$ cat src/rtl/uart_config_handler.sv
// UART configuration handler: forwards RX bytes, detects the SYN request sequence and
// decodes configuration packets into the active {data_width, parity_mode, stop_bits}.
// Optional packet acknowledge outputs are enabled with `define UART_CONFIG_ACK_EN.

package uart_config_pkg;
    localparam int unsigned SYN_NUMBER = 3;
    localparam logic [7:0]  SYN_BYTE   = 8'h16;

    typedef struct packed {
        logic [1:0] data_width;
        logic [1:0] parity_mode;
        logic [1:0] stop_bits;
    } uart_config_s;

    localparam uart_config_s STD_CONFIGURATION = 6'b11_00_00;
endpackage

module uart_config_handler
    import uart_config_pkg::*;
#(
    parameter int unsigned SYN_COUNT      = SYN_NUMBER,
    parameter int unsigned TIMEOUT_CYCLES = 1_000_000
) (
    input  logic       clk_i,
    input  logic       rst_n_i,
    input  logic [7:0] rx_data_i,
    input  logic       rx_valid_i,
    input  logic [5:0] sw_cfg_i,
    input  logic       sw_cfg_we_i,
    output logic [7:0] data_o,
    output logic       data_valid_o,
    output logic [5:0] config_o,
    output logic       config_busy_o,
    output logic       config_req_o,
    output logic       config_done_o,
`ifdef UART_CONFIG_ACK_EN
    output logic       config_fail_o,
    output logic [7:0] ack_data_o,
    output logic       ack_valid_o
`else
    output logic       config_fail_o
`endif
);

    localparam int unsigned SYN_W = $clog2(SYN_COUNT + 1);
    localparam int unsigned TMO_W = $clog2(TIMEOUT_CYCLES);

    typedef enum logic [1:0] {
        MAIN   = 2'd0,
        CONFIG = 2'd1,
        COMMIT = 2'd2
    } state_e;

    state_e             state;
    logic [SYN_W-1:0]   syn_cnt;
    logic [TMO_W-1:0]   tmo_cnt;
    uart_config_s       cfg_q;
    uart_config_s       shadow;

    logic [1:0]         pkt_id;
    logic [1:0]         pkt_opt;
    logic               syn_hit;
    logic               sw_legal;
    uart_config_s       snap_c;

    assign pkt_id   = rx_data_i[1:0];
    assign pkt_opt  = rx_data_i[3:2];
    assign syn_hit  = (rx_data_i == SYN_BYTE) && (syn_cnt == SYN_W'(SYN_COUNT - 1));
    assign sw_legal = ~sw_cfg_i[1];
    assign config_o = cfg_q;

    // Configuration the shadow starts from when a request sequence completes
    always_comb begin
        snap_c = cfg_q;
        if (state == COMMIT)
            snap_c = shadow;
        else if (sw_cfg_we_i && sw_legal)
            snap_c = uart_config_s'(sw_cfg_i);
    end

    always_ff @(posedge clk_i or negedge rst_n_i) begin
        if (!rst_n_i) begin
            state         <= MAIN;
            syn_cnt       <= '0;
            tmo_cnt       <= '0;
            cfg_q         <= STD_CONFIGURATION;
            shadow        <= STD_CONFIGURATION;
            data_o        <= 8'h00;
            data_valid_o  <= 1'b0;
            config_busy_o <= 1'b0;
            config_req_o  <= 1'b0;
            config_done_o <= 1'b0;
            config_fail_o <= 1'b0;
`ifdef UART_CONFIG_ACK_EN
            ack_data_o    <= 8'h00;
            ack_valid_o   <= 1'b0;
`endif
        end else begin
            data_valid_o  <= 1'b0;
            config_req_o  <= 1'b0;
            config_done_o <= 1'b0;
            config_fail_o <= 1'b0;
`ifdef UART_CONFIG_ACK_EN
            ack_valid_o   <= 1'b0;
`endif
            case (state)
                CONFIG: begin
                    if (rx_valid_i) begin
                        tmo_cnt <= '0;
`ifdef UART_CONFIG_ACK_EN
                        ack_valid_o <= 1'b1;
                        ack_data_o  <= {4'b0000, pkt_opt, pkt_id};
`endif
                        case (pkt_id)
                            2'b01: shadow.data_width  <= pkt_opt;
                            2'b10: shadow.parity_mode <= pkt_opt;
                            2'b11: begin
                                if (pkt_opt[1]) begin
                                    state         <= MAIN;
                                    config_busy_o <= 1'b0;
                                    config_fail_o <= 1'b1;
`ifdef UART_CONFIG_ACK_EN
                                    ack_data_o    <= 8'hFF;
`endif
                                end else begin
                                    shadow.stop_bits <= pkt_opt;
                                end
                            end
                            default: begin
                                state         <= COMMIT;
                                config_busy_o <= 1'b0;
                            end
                        endcase
                    end else if (tmo_cnt == TMO_W'(TIMEOUT_CYCLES - 1)) begin
                        state         <= MAIN;
                        config_busy_o <= 1'b0;
                        config_fail_o <= 1'b1;
`ifdef UART_CONFIG_ACK_EN
                        ack_valid_o   <= 1'b1;
                        ack_data_o    <= 8'hFF;
`endif
                    end else if (!(&tmo_cnt)) begin
                        tmo_cnt <= tmo_cnt + TMO_W'(1);
                    end
                end

                default: begin
                    // COMMIT behaves like MAIN for incoming bytes; its software write is dropped
                    if (state == COMMIT) begin
                        cfg_q         <= shadow;
                        config_done_o <= 1'b1;
                        state         <= MAIN;
                    end else if (sw_cfg_we_i) begin
                        if (sw_legal)
                            cfg_q <= uart_config_s'(sw_cfg_i);
                        else
                            config_fail_o <= 1'b1;
                    end

                    if (rx_valid_i) begin
                        data_o       <= rx_data_i;
                        data_valid_o <= 1'b1;
                        if (syn_hit) begin
                            syn_cnt       <= '0;
                            shadow        <= snap_c;
                            tmo_cnt       <= '0;
                            state         <= CONFIG;
                            config_busy_o <= 1'b1;
                            config_req_o  <= 1'b1;
                        end else if (rx_data_i == SYN_BYTE) begin
                            syn_cnt <= syn_cnt + SYN_W'(1);
                        end else begin
                            syn_cnt <= '0;
                        end
                    end
                end
            endcase
        end
    end

endmodule
$ cat config.mk
export PLATFORM = sky130hd
export DESIGN_NAME = uart_config_handler
export DESIGN_NICKNAME = d
export VERILOG_FILES = /design/src/rtl/uart_config_handler.sv
export SDC_FILE = /design/constraint.sdc
export NUM_CORES = 1
export LEC_CHECK = 0
export ABC_CLOCK_PERIOD_IN_PS = 1900
export CAP_MARGIN = 10
export CORE_MARGIN = 1
export CORE_UTILIZATION = 49
export CTS_CLUSTER_SIZE = 30
export DETAILED_ROUTE_END_ITERATION = 8
export PLACE_DENSITY = 0.78
export SETUP_SLACK_MARGIN = 0.15
export SYNTH_ARGS = -nofsm -noshare
export SYNTH_HDL_FRONTEND = slang
export SYNTH_SLANG_ARGS = --single-unit
$ cat constraint.sdc
create_clock -name clk_i -period 1.9 [get_ports clk_i]
set_clock_uncertainty 0.1 [all_clocks]
set_input_delay 0.475 -clock clk_i [delete_from_list [all_inputs] [get_ports clk_i]]
set_output_delay 0.475 -clock clk_i [all_outputs]
set_load 0.005 [all_outputs]
# --- Yosys cells after proc, flatten, opt, wreduce, memory -nomap -nowiden ---
# Cells that the tools add are included.
word_totals:
  regBits: 49
  input_bits: 18
  out_inout_bits: 19
  elab_cells: 105
classes:
  n_addsub: 2
  eq_ne: 19
  n_mux: 51
  bitwise: 2
  n_reduce_logical: 16
op_table:
  columns: ["operator", "n"]
  rows:
  - ["$mux W20", 6]
  - ["$mux W6", 9]
  - ["$mux W2", 13]
  - ["$mux W1", 21]
  - ["$add A20 B1 Y20 const B", 1]
  - ["$eq A20 B20 Y1 const B", 1]
  - ["$reduce_and A20 Y1", 1]
  - ["$reduce_and A4 Y1", 3]
  - ["$ne A2 B1 Y1 const B", 5]
  - ["$reduce_and A5 Y1", 2]
  - ["$eq A2 B2 Y1 const B", 4]
  - ["$eq A8 B5 Y1 const B", 1]
  - ["$reduce_bool A2 Y1", 4]
  - ["$ne A2 B2 Y1 const B", 3]
  - ["$ne A3 B3 Y1 const B", 2]
  - ["$reduce_and A3 Y1", 2]
  - ["$eq A2 B1 Y1 const B", 2]
  - ["$ne A4 B4 Y1 const B", 1]
  - ["$pmux W2 S2", 1]
  - ["$add A2 B1 Y2 const B", 1]
  - ["$logic_and A1 B1 Y1", 2]
  - ["$not A1 Y1", 2]
  - ["$pmux W1 S2", 1]
  - ["$reduce_and A2 Y1", 1]
  - ["$reduce_or A2 Y1", 1]

# --- Depth between registers and ports, before layout ---
# Gate-level depths: netlist of run 1.
logic_depth:
  word_depth: 7
  depth_mapped: 8
  mapped_depth_nobuf: 7

# --- Worst setup path before layout of run 1 ---
# Ideal clock, no wire load.
synth_timing:
  path_kind: "reg2reg"
  startpoint: "register tmo_cnt[0]"
  endpoint: "register tmo_cnt[5]"
  setup_ps: 133
  arrival_time_ps: 1662
  required_time_ps: 1667
  setup_slack_ps: 5
  stages_incl_launch_ff: 9
  path_buffers: 2
  synth_period_minus_slack_ps: 1895
  path_cell_list: "dfrtp_1 -> ha_1 -> and3_1 -> buf_2 -> nand3_2 -> o221a_4 -> buf_6 -> a31oi_1 -> a31oi_1"
synth_between:
  elab_chain_cells: 5
  word_cells_on_any_way: 10
  cone_classes: "1 x add/sub; 3 x eq/ne; 4 x mux; 2 x reduce/logical"
synth_lines:
  columns: ["element", "line", "source"]
  rows:
  - ["start, declared", "56", "logic [TMO_W-1:0] tmo_cnt;"]
  - ["start signal, assigned", "143", "tmo_cnt <= tmo_cnt + TMO_W'(1);"]
  - ["$add A20 B1 Y20", "143", null]
  - ["$mux W20", "142", "end else if (!(&tmo_cnt)) begin"]
  - ["$mux W20", "134", "end else if (tmo_cnt == TMO_W'(TIMEOUT_CYCLES - 1)) begin"]
  - ["$mux W20", "108", "if (rx_valid_i) begin"]
  - ["$mux W20", "106", "case (state)"]
# Parallel ways exist; a longest one is shown, timed or not. The select of a mux whose other input is x is not followed.
# A chain may end at the register's enable or synchronous reset.

# --- Worst setup path in the final report of run 1 ---
layout_timing:
  startpoint: "register tmo_cnt[13]"
  endpoint: "register tmo_cnt[5]"
layout_between:
  elab_chain_cells: 3
  word_cells_on_any_way: 5
  cone_classes: "3 x eq/ne; 2 x reduce/logical"
layout_lines:
  columns: ["element", "line"]
  rows:
  - ["$eq A20 B20 Y1 / $reduce_and A20 Y1 (equally long branches)", "134, 142"]
  - ["$ne A2 B2 Y1 (no source line)", null]
  - ["$reduce_and A4 Y1 (no source line) *", null]
# Mark *: on every way between the ends. The rest lies on a longest branch, timed or not.

==> out/summary.txt, run 1 <==
====================================================================================================
Number of synthesized flops with an enable pin                                                     0
CP required                                                                                  1.99 ns
Deepest clock path buffer count                                                                    2
Detailed-route via count                                                                       3,113
Final critical delay including setup and external delays                                    2.012 ns
HP Class                                                                                   in -> reg
Result of the run                                                                       finished, violations left
Count of state elements after synthesis                                                           49
Predominant post-synthesis flop cell                                                    sky130_fd_sc_hd__dfrtp_1
Clock-pin slew reported for the worst setup and hold paths after clock tree synthesis        0.10 ns
Maximum number of pins on one net before global-route repair                                      25
Post-detailed-route wirelength per cell                                                     22.17 um
Number of buffers created by CTS                                                                   5
# Max-Cap Violations                                                                               0
Maximum VDD drop                                                                            477.0 uV
Count of cell types in the netlist                                                                45
Number of placed instances, taps included                                                        419
Synth Cell Area                                                                            2668 um^2
Cell area after layout                                                                     4134 um^2
Effective utilization at floorplan                                                            51.57%
Worst slack after detailed placement                                                      -0.4592 ns
Insertion delay of the later-clocked pin in the worst-skew pair                              0.31 ns
Finish-stage setup viols                                                                          19
H-tree Lvls                                                                                        2
Yosys warning total                                                                                0
Count of nets left with antenna violations after detail routing                                    0
Violated checks                                                                         setup timing
Share of flip-flops with an asynchronous set or reset                                         100.0%
Number of antenna violations at the first check in global routing                                  0
# diodes                                                                                           0
Cells taking the most area after synthesis                                              sky130_fd_sc_hd__dfrtp_1 42%, sky130_fd_sc_hd__nand2_1 5.5%, sky130_fd_sc_hd__a31oi_1 5.2%
Detailed Routing Iterations Pass 1                                                                 7
Aggregate global routing overflow                                                                  0
Critical Path Sink Type                                                                    flip-flop
Mean post-synth cell area                                                                 9.393 um^2
Most common library cell in the layout ignoring fill and taps                           sky130_fd_sc_hd__buf_4
Last weighted congestion value of the routability-driven placer                               0.9033
Most used cells in the layout excluding fill and tap cells                              68 x sky130_fd_sc_hd__buf_4, 39 x sky130_fd_sc_hd__nand2_1, 39 x sky130_fd_sc_hd__dfrtp_1, 20 x sky130_fd_sc_hd__a31oi_1
Number of buffer cells added on primary ports                                                     36
Final cell count without fillers                                                                 462
Post-synth top area cell                                                                sky130_fd_sc_hd__dfrtp_1
Relative slew margins                                                                         68.11%
Clock Root Buffer                                                                       sky130_fd_sc_hd__clkbuf_8
Average vias per placed instance                                                               6.738
Fill count                                                                                       273
Critical path data arrival time                                                              2.10 ns
# rows                                                                                            26
Post-synth top area share                                                                     42.21%
Type of origin of the critical path                                                        flip-flop
Final cycle utilization of the critical path                                                  105.9%
Y dimension of the die                                                                      75.79 um
DRC violations left                                                                                0
Syn Nets                                                                                         307
Leakage power total                                                                      0.001800 uW
Die extent in x                                                                             75.79 um
Area used by multi-input combinational logic                                               1620 um^2
Power consumption                                                                            2448 uW
Final slew viol count                                                                              0
Number of global-route vias before repair                                                      2,733
I/O pins                                                                                          37
Share of layout cells above drive strength 1                                                  39.29%
Violation count after the first detailed-route iteration                                         357
GRT Resource Usage Total                                                                      31.65%
Hold Vio Cnt, Final                                                                                0
Total power density per cell area                                                       592.1 nW/um^2
Sequential cell area                                                                       1239 um^2
Setup repair after global routing missed its margin                                             true
Post-DP HPWL                                                                                 4803 um
Startpoint-to-endpoint class of the critical path                                         reg -> reg
Transition time of the tightest slew-check pin                                             0.4758 ns
TritonCTS clock tree                                                                           built
Sequential area share after synthesis                                                         46.15%
Sum of routed wire length over all layers                                                  10,240 um
Minimum setup slack in the final design                                                   -0.1124 ns
Core ar.                                                                                   5172 um^2
Layout-stage area growth over the synthesis result                                            54.97%
Clock Sink Count                                                                                  49
Post-Place Cell Area                                                                       3402 um^2
Fin nets                                                                                         414
Max frequency                                                                              496.9 MHz
Post-Syn Instances                                                                               284
Die area                                                                                   5743 um^2
Worst Path Max Fanout                                                                              8
Wire length of the first global-routing pass                                               13,370 um
====================================================================================================
-- flip-flops by register name (all words and copies together) (netlist names), 2 cells and up --
register,cells
state,2
syn_cnt,2
config_o,6
shadow,6
tmo_cnt,20
data_o,8
-- report_power, final --
group | switching (uW) | internal [uW] | leakage, uW | total [uW]
sequential | 89.1 | 1190 | 0.000619 | 1280
combinational | 239 | 296 | 0.00114 | 535
clock | 372 | 260 | 0.0000374 | 632
total | 700 | 1750 | 0.00180 | 2450
-- per-stage QoR --
step                hold slack (ns)  TNS, ns  utilization [%]
floorplan                   0.07941        0                -
global placement             0.3004   -9.797            65.77
detailed placement           0.3027   -11.35            65.77
CTS                          0.3617        0            74.87
global route                 0.3853   -2.661            79.92
finish                       0.3599   -1.328            79.92
-- per-layer routing --
metal	GRT usage (%)	up-vias	part of all wire, %
li1	-	1285	-
met2	51.33	260	49
met1	40.10	1505	37
met4	14.20	0	4.9
met5	0	-	0
met3	7.804	63	9.9
-- worst max-delay path: stages (launching register included) --
cell	delay, ns
sky130_fd_sc_hd__dfrtp_1	0.45
sky130_fd_sc_hd__nor4_2	0.32
sky130_fd_sc_hd__nand4_1	0.20
sky130_fd_sc_hd__buf_4	0.21
sky130_fd_sc_hd__o221a_4	0.33
sky130_fd_sc_hd__a31oi_1	0.22
sky130_fd_sc_hd__a31oi_1	0.07
-- kinds of logic after synthesis --
group,share of synthesized area (%)
AO/OA/AOI/OAI,22.56
adder cells (fa/ha/maj),2.720
buffers and inverters,5.253
flip-flops,46.15
multiplexers,2.908
AND/OR/NAND/NOR,20.40
-- worst paths after layout --
kind | startpoint | endpoint | slack [ns] | depth (start not counted)
worst max register to register | tmo_cnt[13]$_DFFE_PN0P_ | tmo_cnt[5]$_DFFE_PN0P_ | -0.11 | 6
worst max-delay path | tmo_cnt[13]$_DFFE_PN0P_ | tmo_cnt[5]$_DFFE_PN0P_ | -0.11 | 6
worst min-delay path | rx_data_i[0] | data_o[0]$_DFFE_PN0P_ | 0.36 | 3
max in group asynchronous | rst_n_i | tmo_cnt[9]$_DFFE_PN0P_ | 0.69 | 3
min in group asynchronous | rst_n_i | config_o[2]$_DFFE_PN0P_ | 0.49 | 2
worst min register to register | data_o[5]$_DFFE_PN0P_ | data_o[5]$_DFFE_PN0P_ | 0.41 | 1
-- final cells by class --
cell class                 instances  share of cell area (%)
clock buffer                       6                   1.755
clock inverter                     2                  0.3632
inverter                          13                   1.180
multi-input combinational        206                   39.19
sequential                        49                   29.96
tap                               70                   2.119
timing repair buffer             116                   25.42
-- synthesized netlist by cell type (5+ instances only) --
library cell               instances
sky130_fd_sc_hd__a21oi_1          13
sky130_fd_sc_hd__a31oi_1          22
sky130_fd_sc_hd__a41oi_1           7
sky130_fd_sc_hd__and4_1            5
sky130_fd_sc_hd__buf_2            10
sky130_fd_sc_hd__clkbuf_1          5
sky130_fd_sc_hd__dfrtp_1          45
sky130_fd_sc_hd__ha_1              5
sky130_fd_sc_hd__inv_1            13
sky130_fd_sc_hd__mux2_2            6
sky130_fd_sc_hd__nand2_1          39
sky130_fd_sc_hd__nand2b_1          6
sky130_fd_sc_hd__nand3_1           7
sky130_fd_sc_hd__nand4_1           6
sky130_fd_sc_hd__nor2_1           17
sky130_fd_sc_hd__nor3_1            6
sky130_fd_sc_hd__o21ai_0          13
sky130_fd_sc_hd__o22a_1            5
sky130_fd_sc_hd__o22ai_1          10
-- what timing repair did --
action / in CTS / in global routing
gates cloned: 3 / 1
hold endpoints to repair: 9 / 0
setup endpoints to repair: 41 / 43
gates resized for setup: 60 / 46
setup buffers: 21 / 9
pin swaps: 20 / 8
hold buffers: 1 / 0
(Power assumes the default switching activity.)
==> run 2, diff against run 1 <==
==> config.mk (replaced) <==
export PLATFORM = sky130hd
export DESIGN_NAME = uart_config_handler
export DESIGN_NICKNAME = d
export VERILOG_FILES = /design/src/rtl/uart_config_handler.sv
export SDC_FILE = /design/constraint.sdc
export NUM_CORES = 1
export LEC_CHECK = 0
export ABC_CLOCK_PERIOD_IN_PS = 2530
export CAP_MARGIN = 10
export CORE_MARGIN = 1
export CORE_UTILIZATION = 59
export CTS_CLUSTER_SIZE = 30
export DETAILED_ROUTE_END_ITERATION = 8
export PLACE_DENSITY = 0.87
export SYNTH_ARGS = -nofsm -noshare
export SYNTH_HDL_FRONTEND = slang
export SYNTH_SLANG_ARGS = --single-unit
export TNS_END_PERCENT = 50
==> constraint.sdc (replaced) <==
create_clock -name clk_i -period 2.53 [get_ports clk_i]
set_clock_uncertainty 0.1 [all_clocks]
set_input_delay 0.6325 -clock clk_i [delete_from_list [all_inputs] [get_ports clk_i]]
set_output_delay 0.6325 -clock clk_i [all_outputs]
set_load 0.005 [all_outputs]
==> out/summary.txt, run 2 (same netlist as run 1, synthesis figures left out) <==
====================================================================================================
Top Usage Layer GRT                                                                             met2
Clock Root Buffer                                                                       sky130_fd_sc_hd__clkbuf_8
Insertion delay of the later-clocked pin in the worst-skew pair                              0.30 ns
Slowest library cell on the worst path                                                  sky130_fd_sc_hd__clkdlybuf4s50_1
Maximum number of pins on one net before global-route repair                                      27
Sum of routed wire length over all layers                                                    6340 um
Number of flip-flops under the largest register name                                              20
Effective utilization at floorplan                                                            61.26%
Gate family responsible for the most delay along the worst path                         buffers and inverters
Fill count                                                                                       287
Aggregate global routing overflow                                                                  0
Post-DP HPWL                                                                                 4457 um
Fin nets                                                                                         347
Leakage power total                                                                      0.001318 uW
Result of the run                                                                       finished, final reports clean
Maximum VDD drop                                                                            413.3 uV
Hold Vio Cnt, Final                                                                                0
Die area                                                                                   4794 um^2
Transition time of the tightest slew-check pin                                             0.5576 ns
# rows                                                                                            24
Post-detailed-route wirelength per cell                                                     16.82 um
Average vias per placed instance                                                               6.528
Detailed Routing Iterations Pass 1                                                                 5
Most common library cell in the layout ignoring fill and taps                           sky130_fd_sc_hd__dfrtp_1
Final slew viol count                                                                              0
DRC violations left                                                                                0
Critical path data arrival time                                                              2.41 ns
CP required                                                                                  2.66 ns
Core ar.                                                                                   4354 um^2
CTS Hold Buffers Added                                                                             0
M3 GR Usage                                                                                   4.070%
Type of origin of the critical path                                                        input pin
Share of layout cells above drive strength 1                                                  12.31%
Number of buffer cells added on primary ports                                                     36
Count of nets left with antenna violations after detail routing                                    0
Max frequency                                                                              437.8 MHz
Startpoint-to-endpoint class of the critical path                                          in -> reg
I/O pins                                                                                          37
Post-Route Setup TNS                                                                            0 ns
GRT Resource Usage Total                                                                      27.90%
TritonCTS clock tree                                                                           built
Number of buffers created by CTS                                                                   5
Total power density per cell area                                                       569.0 nW/um^2
Cell area after layout                                                                     3247 um^2
Critical Path Sink Type                                                                    flip-flop
Met1 routing resource usage after global routing                                              40.12%
Detailed-route via count                                                                       2,461
Clock-pin slew reported for the worst setup and hold paths after clock tree synthesis        0.09 ns
Final cycle utilization of the critical path                                                  90.28%
Y dimension of the die                                                                      69.24 um
Most used cells in the layout excluding fill and tap cells                              45 x sky130_fd_sc_hd__dfrtp_1, 39 x sky130_fd_sc_hd__nand2_1, 35 x sky130_fd_sc_hd__clkdlybuf4s50_1, 22 x sky130_fd_sc_hd__a31oi_1, 17 x sky130_fd_sc_hd__nor2_1
Last weighted congestion value of the routability-driven placer                               0.8800
Buffers plus inverters on the worst setup path                                                     3
H-tree Lvls                                                                                        2
Number of antenna violations at the first check in global routing                                  0
Largest registers in the final layout                                                   tmo_cnt x20, data_o x8
Finish-stage setup viols                                                                           0
Post-CTS setup buffer count                                                                        0
Biggest register                                                                             tmo_cnt
Layout-stage area growth over the synthesis result                                            21.72%
# Max-Cap Violations                                                                               0
Setup repair after global routing missed its margin                                            false
Critical Path, Cell by Cell                                                             clkdlybuf4s50_1 -> inv_1 -> ha_1 -> nand4bb_1 -> nor2_1 -> o21ai_0 -> o21ai_1 -> buf_12 -> mux2i_1
Worst Path Max Fanout                                                                             20
Final critical delay including setup and external delays                                    2.284 ns
# diodes                                                                                           0
Clock Sink Count                                                                                  49
Power consumption                                                                            1847 uW
Post-Place Cell Area                                                                       3127 um^2
Count of cells resized by post-cts repair                                                          0
Deepest clock path buffer count                                                                    2
Worst stage delay on the critical path                                                       0.42 ns
Global Route met2 Usage                                                                       44.23%
Relative slew margins                                                                         62.83%
Number of global-route vias before repair                                                      2,289
Wire length of the first global-routing pass                                               10,800 um
Die extent in x                                                                             69.24 um
Violation count after the first detailed-route iteration                                         272
HP Class                                                                                 in -> async
====================================================================================================
run 2: per-stage QoR:
step	hold slack, ns	std cells	utilization (%)	setup slack [ns]
after floorplan	0.2369	284	-	0.5560
after global placement	0.3650	369	71.81	0.01869
after detailed placement	0.3804	369	71.81	-0.04272
after CTS	0.2249	377	74.57	0.2561
after global routing	0.2526	377	74.57	0.1155
final	0.2056	377	74.57	0.2459
run 2: path summary, 6_finish.rpt:
| kind | to | slack, ns | from | depth (start not counted) |
|---|---|---|---|---|
| max | tmo_cnt[1]$_DFFE_PN0P_ | 0.25 | rx_data_i[0] | 9 |
| min | config_o[3]$_DFFE_PN0P_ | 0.21 | rst_n_i | 1 |
| min reg2reg | data_o[1]$_DFFE_PN0P_ | 0.39 | data_o[1]$_DFFE_PN0P_ | 2 |
| max in group asynchronous | shadow[5]$_DFFE_PN1P_ | 1.53 | rst_n_i | 2 |
| min in group clk_i | data_o[1]$_DFFE_PN0P_ | 0.39 | data_o[1]$_DFFE_PN0P_ | 2 |
| max reg2reg | tmo_cnt[11]$_DFFE_PN0P_ | 0.45 | tmo_cnt[0]$_DFFE_PN0P_ | 6 |
run 2: area by class of cell:
class	instances	area [um^2]	area share, %
clock buffer	6	82.58	2.543
timing repair buffer	50	485.5	14.95
clock inverter	2	37.54	1.156
multi-input combinational	205	1296	39.92
inverter	13	48.80	1.503
tap	52	65.06	2.004
sequential	49	1231	37.92
run 2: worst reg2reg max path, cell delays in order (launching register included):
cell	delay, ns
sky130_fd_sc_hd__dfrtp_1	0.43
sky130_fd_sc_hd__ha_1	0.23
sky130_fd_sc_hd__and3_1	0.27
sky130_fd_sc_hd__nand3_2	0.18
sky130_fd_sc_hd__o221a_4	0.42
sky130_fd_sc_hd__a41oi_1	0.25
sky130_fd_sc_hd__a31oi_1	0.08
run 2: per-layer routing:
metal  up-vias  wire length [um]
met5         -                 0
met4         0                72
met3        13               394
met2       111              2964
met1      1185              2909
li1       1152                 -
run 2: report_power, final:
group	internal (uW)	switching [uW]	total, uW
clock network	322	268	589
registers	895	71.0	966
logic	177	115	293
